## config.mk

```make
export PLATFORM = sky130hd
export DESIGN_NAME = sdram_scheduler_flat
export DESIGN_NICKNAME = d
export VERILOG_FILES = /design/src/rtl/sdram_scheduler_if.sv /design/src/rtl/sdram_scheduler.sv /design/src/flat_wrapper.sv
export SDC_FILE = /design/constraint.sdc
export NUM_CORES = 1
export LEC_CHECK = 0
export BUFFER_PORTS_ARGS = -buffer_cell sky130_fd_sc_hd__buf_2
export CAP_MARGIN = 20
export CORE_MARGIN = 2
export CORE_UTILIZATION = 30
export DETAILED_ROUTE_END_ITERATION = 8
export MAX_ROUTING_LAYER = met4
export PLACE_DENSITY_LB_ADDON = 0.08
export SYNTH_ARGS = -nofsm -noshare
export SYNTH_HDL_FRONTEND = slang
export SYNTH_SLANG_ARGS = --single-unit
```

## constraint.sdc

```tcl
create_clock -name clk -period 1.9 [get_ports clk]
set_input_delay 0 -clock clk [delete_from_list [all_inputs] [get_ports clk]]
set_output_delay 0 -clock clk [all_outputs]
set_load 0.01 [all_outputs]
```

## src/rtl/sdram_scheduler_if.sv

```systemverilog
// Handshake and command-bus bundle between the SDRAM scheduler, the write/read
// engines and the SDRAM pin registers.
interface sdram_scheduler_if;
    logic        init_done;
    logic        wr_req;
    logic        rd_req;
    logic        wr_idle;
    logic        rd_idle;
    logic        wr_enable;
    logic        rd_enable;
    logic        auto_refresh;
    logic        refresh_overrun;
    logic [2:0]  wr_command;
    logic [11:0] wr_address;
    logic [1:0]  wr_bank;
    logic [2:0]  rd_command;
    logic [11:0] rd_address;
    logic [1:0]  rd_bank;
    logic [2:0]  sdram_command;
    logic [11:0] sdram_address;
    logic [1:0]  sdram_bank;

    modport slave (
        input  init_done, wr_req, rd_req, wr_idle, rd_idle,
        input  wr_command, wr_address, wr_bank,
        input  rd_command, rd_address, rd_bank,
        output wr_enable, rd_enable, auto_refresh, refresh_overrun,
        output sdram_command, sdram_address, sdram_bank
    );

    modport master (
        output init_done, wr_req, rd_req, wr_idle, rd_idle,
        output wr_command, wr_address, wr_bank,
        output rd_command, rd_address, rd_bank,
        input  wr_enable, rd_enable, auto_refresh, refresh_overrun,
        input  sdram_command, sdram_address, sdram_bank
    );
endinterface

```

## src/rtl/sdram_scheduler.sv

```systemverilog
// SDRAM command-bus arbiter: shares the bus between the write and read engines
// and inserts the periodic PRECHARGE-ALL + AUTO REFRESH sequence.
module sdram_scheduler #(
    parameter int REFRESH_INTERVAL = 1560,
    parameter int T_RP             = 2,
    parameter int T_RFC            = 7
) (
    input  logic              clk,
    input  logic              rst,
    sdram_scheduler_if.slave  bus
);
    // {RAS_n, CAS_n, WE_n} encodings shared with the engines
    localparam logic [2:0] CMD_NOP = 3'b111;
    localparam logic [2:0] CMD_PRE = 3'b010;
    localparam logic [2:0] CMD_AR  = 3'b001;

    localparam int RW    = (REFRESH_INTERVAL > 2) ? $clog2(REFRESH_INTERVAL) : 1;
    localparam int T_MAX = (T_RP > T_RFC) ? T_RP : T_RFC;
    localparam int WW    = (T_MAX > 1) ? $clog2(T_MAX + 1) : 1;

    localparam logic [RW-1:0] REFRESH_RELOAD = RW'(REFRESH_INTERVAL - 1);
    localparam logic [RW-1:0] REFRESH_ONE    = RW'(1);
    localparam logic [RW-1:0] REFRESH_ZERO   = RW'(0);
    localparam logic [WW-1:0] TRP_LOAD       = WW'(T_RP - 1);
    localparam logic [WW-1:0] TRFC_LOAD      = WW'(T_RFC - 1);
    localparam logic [WW-1:0] WAIT_ONE       = WW'(1);
    localparam logic [WW-1:0] WAIT_ZERO      = WW'(0);
    localparam logic [11:0]   ADDR_ALL_BANKS = 12'h400;
    localparam logic [1:0]    HOLD_MIN       = 2'd2;

    typedef enum logic [2:0] {
        S_IDLE      = 3'd0,
        S_WRITE     = 3'd1,
        S_READ      = 3'd2,
        S_PRE_ALL   = 3'd3,
        S_TRP_WAIT  = 3'd4,
        S_REFRESH   = 3'd5,
        S_TRFC_WAIT = 3'd6
    } state_t;

    state_t          state_r;
    logic [RW-1:0]   refresh_cnt_r;
    logic            refresh_pending_r;
    logic            refresh_overrun_r;
    logic            last_grant_write_r;
    logic [1:0]      hold_cnt_r;
    logic [WW-1:0]   wait_cnt_r;
    logic            wr_enable_r;
    logic            rd_enable_r;
    logic [2:0]      cmd_r;
    logic [11:0]     addr_r;
    logic [1:0]      bank_r;

    logic            refresh_expire_s;
    logic            refresh_clear_s;
    logic            pick_write_s;
    logic            wr_release_s;
    logic            rd_release_s;
    logic [2:0]      sdram_command_s;
    logic [11:0]     sdram_address_s;
    logic [1:0]      sdram_bank_s;

    assign refresh_expire_s = bus.init_done && (refresh_cnt_r == REFRESH_ZERO);
    assign refresh_clear_s  = (state_r == S_REFRESH);
    // Alternate on contention; a lone request always wins
    assign pick_write_s     = bus.wr_req && (!bus.rd_req || !last_grant_write_r);
    assign wr_release_s     = bus.wr_idle && (refresh_pending_r || !bus.wr_req || bus.rd_req);
    assign rd_release_s     = bus.rd_idle && (refresh_pending_r || !bus.rd_req || bus.wr_req);

    // Refresh interval timer, pending flag and overrun pulse
    always_ff @(posedge clk) begin
        if (rst) begin
            refresh_cnt_r     <= REFRESH_RELOAD;
            refresh_pending_r <= 1'b0;
            refresh_overrun_r <= 1'b0;
        end else begin
            refresh_overrun_r <= 1'b0;
            if (!bus.init_done) begin
                refresh_cnt_r <= REFRESH_RELOAD;
            end else if (refresh_expire_s) begin
                refresh_cnt_r <= REFRESH_RELOAD;
            end else begin
                refresh_cnt_r <= refresh_cnt_r - REFRESH_ONE;
            end
            // A new expiry outranks the clear of the refresh being issued now
            if (refresh_expire_s) begin
                refresh_pending_r <= 1'b1;
                refresh_overrun_r <= refresh_pending_r && !refresh_clear_s;
            end else if (refresh_clear_s) begin
                refresh_pending_r <= 1'b0;
            end else begin
                refresh_pending_r <= refresh_pending_r;
            end
        end
    end

    // Ownership / refresh sequencing FSM with registered grants and command
    always_ff @(posedge clk) begin
        if (rst) begin
            state_r            <= S_IDLE;
            last_grant_write_r <= 1'b0;
            hold_cnt_r         <= 2'd0;
            wait_cnt_r         <= WAIT_ZERO;
            wr_enable_r        <= 1'b0;
            rd_enable_r        <= 1'b0;
            cmd_r              <= CMD_NOP;
            addr_r             <= 12'h000;
            bank_r             <= 2'd0;
        end else begin
            case (state_r)
                S_IDLE: begin
                    cmd_r  <= CMD_NOP;
                    addr_r <= 12'h000;
                    bank_r <= 2'd0;
                    if (!bus.init_done) begin
                        state_r <= S_IDLE;
                    end else if (refresh_pending_r) begin
                        state_r <= S_PRE_ALL;
                        cmd_r   <= CMD_PRE;
                        addr_r  <= ADDR_ALL_BANKS;
                    end else if (pick_write_s) begin
                        state_r            <= S_WRITE;
                        wr_enable_r        <= 1'b1;
                        last_grant_write_r <= 1'b1;
                        hold_cnt_r         <= 2'd0;
                    end else if (bus.rd_req) begin
                        state_r            <= S_READ;
                        rd_enable_r        <= 1'b1;
                        last_grant_write_r <= 1'b0;
                        hold_cnt_r         <= 2'd0;
                    end else begin
                        state_r <= S_IDLE;
                    end
                end
                // Minimum two-cycle hold lets the engine leave its idle state
                S_WRITE: begin
                    if (hold_cnt_r != HOLD_MIN) begin
                        hold_cnt_r <= hold_cnt_r + 2'd1;
                    end else if (wr_release_s) begin
                        state_r     <= S_IDLE;
                        wr_enable_r <= 1'b0;
                    end else begin
                        state_r <= S_WRITE;
                    end
                end
                S_READ: begin
                    if (hold_cnt_r != HOLD_MIN) begin
                        hold_cnt_r <= hold_cnt_r + 2'd1;
                    end else if (rd_release_s) begin
                        state_r     <= S_IDLE;
                        rd_enable_r <= 1'b0;
                    end else begin
                        state_r <= S_READ;
                    end
                end
                S_PRE_ALL: begin
                    state_r    <= S_TRP_WAIT;
                    cmd_r      <= CMD_NOP;
                    addr_r     <= 12'h000;
                    bank_r     <= 2'd0;
                    wait_cnt_r <= TRP_LOAD;
                end
                S_TRP_WAIT: begin
                    if (wait_cnt_r == WAIT_ZERO) begin
                        state_r <= S_REFRESH;
                        cmd_r   <= CMD_AR;
                    end else begin
                        wait_cnt_r <= wait_cnt_r - WAIT_ONE;
                    end
                end
                S_REFRESH: begin
                    state_r    <= S_TRFC_WAIT;
                    cmd_r      <= CMD_NOP;
                    wait_cnt_r <= TRFC_LOAD;
                end
                S_TRFC_WAIT: begin
                    if (wait_cnt_r == WAIT_ZERO) begin
                        state_r <= S_IDLE;
                    end else begin
                        wait_cnt_r <= wait_cnt_r - WAIT_ONE;
                    end
                end
                default: begin
                    state_r     <= S_IDLE;
                    wr_enable_r <= 1'b0;
                    rd_enable_r <= 1'b0;
                    cmd_r       <= CMD_NOP;
                    addr_r      <= 12'h000;
                    bank_r      <= 2'd0;
                end
            endcase
        end
    end

    // Zero-latency bus mux keyed on the registered owner state
    always_comb begin
        sdram_command_s = cmd_r;
        sdram_address_s = addr_r;
        sdram_bank_s    = bank_r;
        case (state_r)
            S_WRITE: begin
                sdram_command_s = bus.wr_command;
                sdram_address_s = bus.wr_address;
                sdram_bank_s    = bus.wr_bank;
            end
            S_READ: begin
                sdram_command_s = bus.rd_command;
                sdram_address_s = bus.rd_address;
                sdram_bank_s    = bus.rd_bank;
            end
            default: begin
                sdram_command_s = cmd_r;
                sdram_address_s = addr_r;
                sdram_bank_s    = bank_r;
            end
        endcase
    end

    assign bus.wr_enable       = wr_enable_r;
    assign bus.rd_enable       = rd_enable_r;
    assign bus.auto_refresh    = refresh_pending_r;
    assign bus.refresh_overrun = refresh_overrun_r;
    assign bus.sdram_command   = sdram_command_s;
    assign bus.sdram_address   = sdram_address_s;
    assign bus.sdram_bank      = sdram_bank_s;

endmodule

```

## src/flat_wrapper.sv

```systemverilog
// flat-port wrapper written by rule: the top's interface ports become plain ports
module sdram_scheduler_flat 
#(
    parameter int REFRESH_INTERVAL = 1560,
    parameter int T_RP             = 2,
    parameter int T_RFC            = 7
)
  (clk, rst, bus_init_done, bus_wr_req, bus_rd_req, bus_wr_idle, bus_rd_idle, bus_wr_command, bus_wr_address, bus_wr_bank, bus_rd_command, bus_rd_address, bus_rd_bank, bus_wr_enable, bus_rd_enable, bus_auto_refresh, bus_refresh_overrun, bus_sdram_command, bus_sdram_address, bus_sdram_bank);
  sdram_scheduler_if bus_i ();
  input  logic clk;
  input  logic rst;
  input wire logic [$bits(bus_i.init_done)-1:0] bus_init_done;
  input wire logic [$bits(bus_i.wr_req)-1:0] bus_wr_req;
  input wire logic [$bits(bus_i.rd_req)-1:0] bus_rd_req;
  input wire logic [$bits(bus_i.wr_idle)-1:0] bus_wr_idle;
  input wire logic [$bits(bus_i.rd_idle)-1:0] bus_rd_idle;
  input wire logic [$bits(bus_i.wr_command)-1:0] bus_wr_command;
  input wire logic [$bits(bus_i.wr_address)-1:0] bus_wr_address;
  input wire logic [$bits(bus_i.wr_bank)-1:0] bus_wr_bank;
  input wire logic [$bits(bus_i.rd_command)-1:0] bus_rd_command;
  input wire logic [$bits(bus_i.rd_address)-1:0] bus_rd_address;
  input wire logic [$bits(bus_i.rd_bank)-1:0] bus_rd_bank;
  output wire logic [$bits(bus_i.wr_enable)-1:0] bus_wr_enable;
  output wire logic [$bits(bus_i.rd_enable)-1:0] bus_rd_enable;
  output wire logic [$bits(bus_i.auto_refresh)-1:0] bus_auto_refresh;
  output wire logic [$bits(bus_i.refresh_overrun)-1:0] bus_refresh_overrun;
  output wire logic [$bits(bus_i.sdram_command)-1:0] bus_sdram_command;
  output wire logic [$bits(bus_i.sdram_address)-1:0] bus_sdram_address;
  output wire logic [$bits(bus_i.sdram_bank)-1:0] bus_sdram_bank;
  assign bus_i.init_done = bus_init_done;
  assign bus_i.wr_req = bus_wr_req;
  assign bus_i.rd_req = bus_rd_req;
  assign bus_i.wr_idle = bus_wr_idle;
  assign bus_i.rd_idle = bus_rd_idle;
  assign bus_i.wr_command = bus_wr_command;
  assign bus_i.wr_address = bus_wr_address;
  assign bus_i.wr_bank = bus_wr_bank;
  assign bus_i.rd_command = bus_rd_command;
  assign bus_i.rd_address = bus_rd_address;
  assign bus_i.rd_bank = bus_rd_bank;
  assign bus_wr_enable = bus_i.wr_enable;
  assign bus_rd_enable = bus_i.rd_enable;
  assign bus_auto_refresh = bus_i.auto_refresh;
  assign bus_refresh_overrun = bus_i.refresh_overrun;
  assign bus_sdram_command = bus_i.sdram_command;
  assign bus_sdram_address = bus_i.sdram_address;
  assign bus_sdram_bank = bus_i.sdram_bank;
  sdram_scheduler #(.REFRESH_INTERVAL(REFRESH_INTERVAL), .T_RP(T_RP), .T_RFC(T_RFC)) u_core (.clk(clk), .rst(rst), .bus(bus_i));
endmodule
```

* Yosys cells after proc, flatten, opt, wreduce, memory -nomap -nowiden
Index checks and enable logic that the tools add are counted.
** Operators by class
- $add $sub $neg :: 3
- Equal/unequal tests :: 21
- Mux-type cells :: 46
- Bitwise gates (word level) :: 6
- Reductions and logical operators :: 36
** Operators by type and width (number)
- $pmux W12 S2 :: 2
- $mux W3 :: 11
- $pmux W3 S7 :: 1
- $pmux W3 S3 :: 2
- $mux W1 :: 16
- $ne A2 B2 Y1 const B :: 8
- $reduce_or A5 Y1 :: 3
- $mux W2 :: 7
- $mux W12 :: 1
- $ne A2 B1 Y1 const B :: 6
- $logic_not A11 Y1 :: 1
- $mux W11 :: 1
- $sub A11 B1 Y11 const B :: 1
- $eq A3 B3 Y1 const B :: 3
- $pmux W2 S2 :: 2
- $reduce_and A4 Y1 :: 2
- $reduce_and A7 Y1 :: 1
- $eq A3 B2 Y1 const B :: 2
- $logic_not A3 Y1 :: 2
- $not A1 Y1 :: 6
- $pmux W1 S3 :: 2
- $pmux W3 S2 :: 1
- $reduce_and A6 Y1 :: 1
- $reduce_bool A2 Y1 :: 3
- 12 further kinds :: 27
** Word-level totals
- Bits in registers :: 39
- Input port bits :: 41
- Output and inout bits :: 21
- Word-level logic and storage cells :: 123

* Depth between registers and ports, before layout
- Depth in word-level cells :: 7
- Gate-level depth with buffers :: 6
- Gate-level depth less buffers :: 6

* Worst setup path before layout
OpenSTA, ideal clock, no wires.
- Path kind :: flip-flop to flip-flop
- Start :: register u_core.state_r[2]
- End :: register u_core.hold_cnt_r[0]
- Setup time :: 0.121 ns
- Data arrival time :: 1.445 ns
- Required time :: 1.779 ns
- Slack :: 0.334 ns
- Cell stages (with the launch flop) :: 5
- Buffers on the path :: 1
- Period minus slack after synthesis :: 1.566 ns
- Cell sequence :: dfxtp_1 buf_6 or4b_4 o32ai_4 mux2_2
** Between the ends
- Longest elaborated chain between the ends :: 4
- Elaborated cells between the ends (all ways) :: 11
- Classes of those cells :: 6 x eq/ne; 1 x mux; 4 x reduce/logical
** RTL lines
- start: declaration :: line sdram_scheduler.sv:41 : state_t state_r;
- start signal: assignment :: line sdram_scheduler.sv:100 : state_r <= S_IDLE;
- start signal: assignment :: line sdram_scheduler.sv:116 : state_r <= S_IDLE;
- start signal: assignment :: line sdram_scheduler.sv:118 : state_r <= S_PRE_ALL;
- $eq A3 B1 Y1 / $eq A3 B2 Y1 (equally long branches) :: line sdram_scheduler.sv:110 : case (state_r)
- $reduce_or A2 Y1 (no line)
- $ne A2 B1 Y1 (no line) / $reduce_bool A2 Y1 (equally long branches)
- $reduce_and A5 Y1 (no line)
- end signal: assignment :: line sdram_scheduler.sv:138 : hold_cnt_r <= hold_cnt_r + 2'd1;
- end signal: assignment :: line sdram_scheduler.sv:148 : hold_cnt_r <= hold_cnt_r + 2'd1;
- end: declaration :: line sdram_scheduler.sv:46 : logic [1:0] hold_cnt_r;
Parallel ways exist; a longest one is shown, timed or not.
A chain may end at the register's enable or synchronous reset.

* Worst setup path after layout
- Start :: register u_core.state_r[0]
- End :: output bus_sdram_address[10]
** Between the ends
- Longest elaborated chain between the ends :: 2
- Elaborated cells between the ends (all ways) :: 3
- Classes of those cells :: 2 x eq/ne; 1 x mux
** RTL lines
- $eq A3 B2 Y1 / $eq A3 B1 Y1 (equally long branches) :: line sdram_scheduler.sv:200 : case (state_r)
- $pmux W12 S2 (*) :: line sdram_scheduler.sv:200
- end: declaration :: line flat_wrapper.sv:28 : output wire logic [$bits(bus_i.sdram_address)-1:0] bus_sdram_address;
Mark *: on every way between the ends. The rest lies on a longest branch, timed or not.

==> impl_metrics.env <==
export IMPL_stdcell_count=349
export IMPL_r2r_slack_ns=0.25
export IMPL_whs_path_depth=2
export IMPL_grt_use_total_pct=14.7
export IMPL_rows=27
export IMPL_dieArea_um2=6380
export IMPL_htree_levels=1
export IMPL_pre_cts_slack_ns=0.280
export IMPL_fp_dieW_um=79.9
export IMPL_die_y_um=79.9
export IMPL_grt_pass1_wl_mm=7.34
export IMPL_netlist_area_leader_share_pct=32.5
export IMPL_r2r_cells=3
export IMPL_finalHoldViolCount=0
export IMPL_cts_hold_buf=0
export IMPL_startpoint_type="flip-flop"
export IMPL_routed_wl_mm=4.55
export IMPL_drt_pass1_iter_count=4
export IMPL_start_util_pct=31.2
export IMPL_finalMaxSlewViolations=0
export IMPL_synth_cell_types=50
export IMPL_ant_nets=0
export IMPL_seq_area_um2=562
export IMPL_avgRoutedWirePerCell_um=13.0
export IMPL_fin_nets=324
export IMPL_slew_headroom_pct=54.8
export IMPL_io_buffers=61
export IMPL_placed_area_um2=2170
export IMPL_area_delta_synth_final_pct=30.4
export IMPL_drive_gt1_share_pct=31.4
export IMPL_synth_most_common_cell="dfxtp_1"
export IMPL_yosysWarnings=0
export IMPL_max_vdd_ir_drop_uv=401
export IMPL_vias=1751
export IMPL_synth_largest_area_cell="dfxtp_1"
export IMPL_synth_area_um2=1730
export IMPL_cts_tree="yes"
export IMPL_placedCellCount=345
export IMPL_drv_cap=0
export IMPL_grt_pass1_vias=1619
export IMPL_rsz0062_at_grt="false"
export IMPL_ys_flop_type="dfxtp_1"
export IMPL_period_needed_ns=1.69
export IMPL_post_cts_buffers=0
export IMPL_remaining_drc_errors=0
export IMPL_synth_edf_count=0
export IMPL_powerDensity_nw_per_um2=657
export IMPL_p_leak_uw=0.000972
export IMPL_synth_cells=212
export IMPL_clock_latency_ns=0.28
export IMPL_multi_input_area_um2=1090
export IMPL_grt_max_degree=22
export IMPL_diodes=0
export IMPL_finalSetupViolations=0
export IMPL_crit_type="flip-flop to output port"
export IMPL_fin_skew_ns=0.00245
export IMPL_syn_num_nets=258
export IMPL_synth_commonest_cells="dfxtp_1 (28), nand2_1 (21), nor2_1 (20), a21oi_1 (15), a22o_1 (13)"
export IMPL_r2r_end="u_core.hold_cnt_r[0]"
export IMPL_drt_vias_per_instance=5.02
export IMPL_clk_path_buf_depth=2
export IMPL_antenna_found_initial=0
export IMPL_fill_cells=596
export IMPL_fin_crit_sh_pct=89.1
export IMPL_critical_path_required_ns=1.90
export IMPL_synth_seq_cells=28
export IMPL_grt_overflow=0
export IMPL_arrival_ns=1.69
export IMPL_outcome="finished clean"
export IMPL_path_max_fanout=9
export IMPL_drt_iter0_drc=101
export IMPL_tightest_slew_ns=0.677
export IMPL_clock_sinks=28
export IMPL_clkSlewWorstSetupHoldPaths_ns=0.10
export IMPL_synth_area_top_cells="dfxtp_1 (32%), a22o_1 (6.6%), nand2_1 (4.6%)"
export IMPL_min_to="u_core.last_grant_write_r"
export IMPL_synth_seq_area_share_pct=32.5
export IMPL_fin_setup_tns_ns=0
export IMPL_gp_congestion=0.736
export IMPL_crit_start="u_core.state_r[0]"
export IMPL_fin_area_um2=2250
export IMPL_fmax_mhz=591
export IMPL_cts_resized=0
export IMPL_syn_area_per_cell_um2=8.14
export IMPL_finalWorstSetupSlack_ns=0.208
export IMPL_hp_class="input port to flip-flop"
export IMPL_synthArstFlopShare_pct=0
export IMPL_dp_hpwl_mm=3.49
export IMPL_hold_path_startpoint="bus_rd_req"
export IMPL_ios=62
export IMPL_coreArea_um2=5540
export IMPL_crit_path_end_kind="output port"
export IMPL_reg2reg_from="u_core.state_r[0]"
export IMPL_root_buffer="clkbuf_8"
export IMPL_numCtsBuffers=3
-- logic make-up after synthesis --
kind of cell             synth area share [%]
flip-flops                               32.5
AND/OR/NAND/NOR                          24.5
XOR/XNOR                                 4.56
adder cells (fa/ha/maj)                  3.62
buffers and inverters                    5.87
multiplexers                             1.23
AO/OA/AOI/OAI                            27.8
-- cells in the final DEF, fill, tap and decap left out, types with 4 or more instances in the layout --
master and instances:
a22oi_1 4, ha_1 5, nand2_1 21, xor2_1 5, o21ai_0 10, dfxtp_1 27
a21oi_1 15, a22o_1 13, nor2_1 20, buf_2 61, buf_4 13, nor3_1 7
nor2b_1 4, xnor2_1 4, nand2b_1 4, inv_1 10, nand3_1 6
-- final cells by class --
type                    count  area share (%)
clock inverters             1            1.33
flip-flops and latches     28            25.0
multi-input cells         161            48.3
inverters                  10            1.67
repair buffers             74            17.9
well taps                  72            4.00
clock buffers               3            1.83
-- where the power goes --
part / internal, uW / switching [uW] / total (uW) / leakage (uW)
Clock: 282 / 195 / 477 / 0.0000357
Combinational: 176 / 195 / 371 / 0.000709
Sequential: 608 / 22.5 / 630 / 0.000228
-- critical path: stages, from the launching register on --
cell and delay [ns]:
dfxtp_1 0.52, nor3b_4 0.37, nor3_1 0.11, a221o_1 0.27, buf_2 0.14
-- routing by layer --
layer  vias to the layer above  global-route usage, %  part of all wire, %  routed length [um]
met5                         -                      -                    0                   0
met4                         0                   2.03                 0.37                  17
met3                         2                   3.05                  5.1                 233
met2                        38                   25.6                   50                2290
met1                       812                   18.0                   44                2010
li1                        899                      -                    -                   -
-- registers in the layout, indices dropped and copies added, names as in the netlist --
signal,count
u_core.addr_r,1
u_core.bus.auto_refresh,1
u_core.bus.rd_enable,1
u_core.bus.refresh_overrun,1
u_core.bus.wr_enable,1
u_core.cmd_r,3
u_core.hold_cnt_r,2
u_core.last_grant_write_r,1
u_core.refresh_cnt_r,11
u_core.state_r,3
u_core.wait_cnt_r,3
-- worst max path at each step --
stage | cells past startpoint | slack [ns] | end
2_1_floorplan | 4 | 0.33 | u_core.hold_cnt_r[0]
3_3_place_gp | 5 | 0.29 | u_core.refresh_cnt_r[0]
3_5_place_dp | 5 | 0.28 | u_core.refresh_cnt_r[9]
4_1_cts | 4 | 0.03 | bus_sdram_address[10]
5_1_grt | 4 | 0.06 | bus_sdram_address[10]
6_report | 4 | 0.21 | bus_sdram_address[10]
-- stage by stage --
stage          hold WS (ns)  utilization (%)  power (uW)
2_1_floorplan         0.124                -         865
3_3_place_gp          0.294             39.1        1010
3_5_place_dp          0.294             39.1        1010
4_1_cts              0.0179             40.4        1500
5_1_grt              0.0425             40.6        1570
6_report             0.0314             40.6        1480
Power figures use the tool's default switching activity.
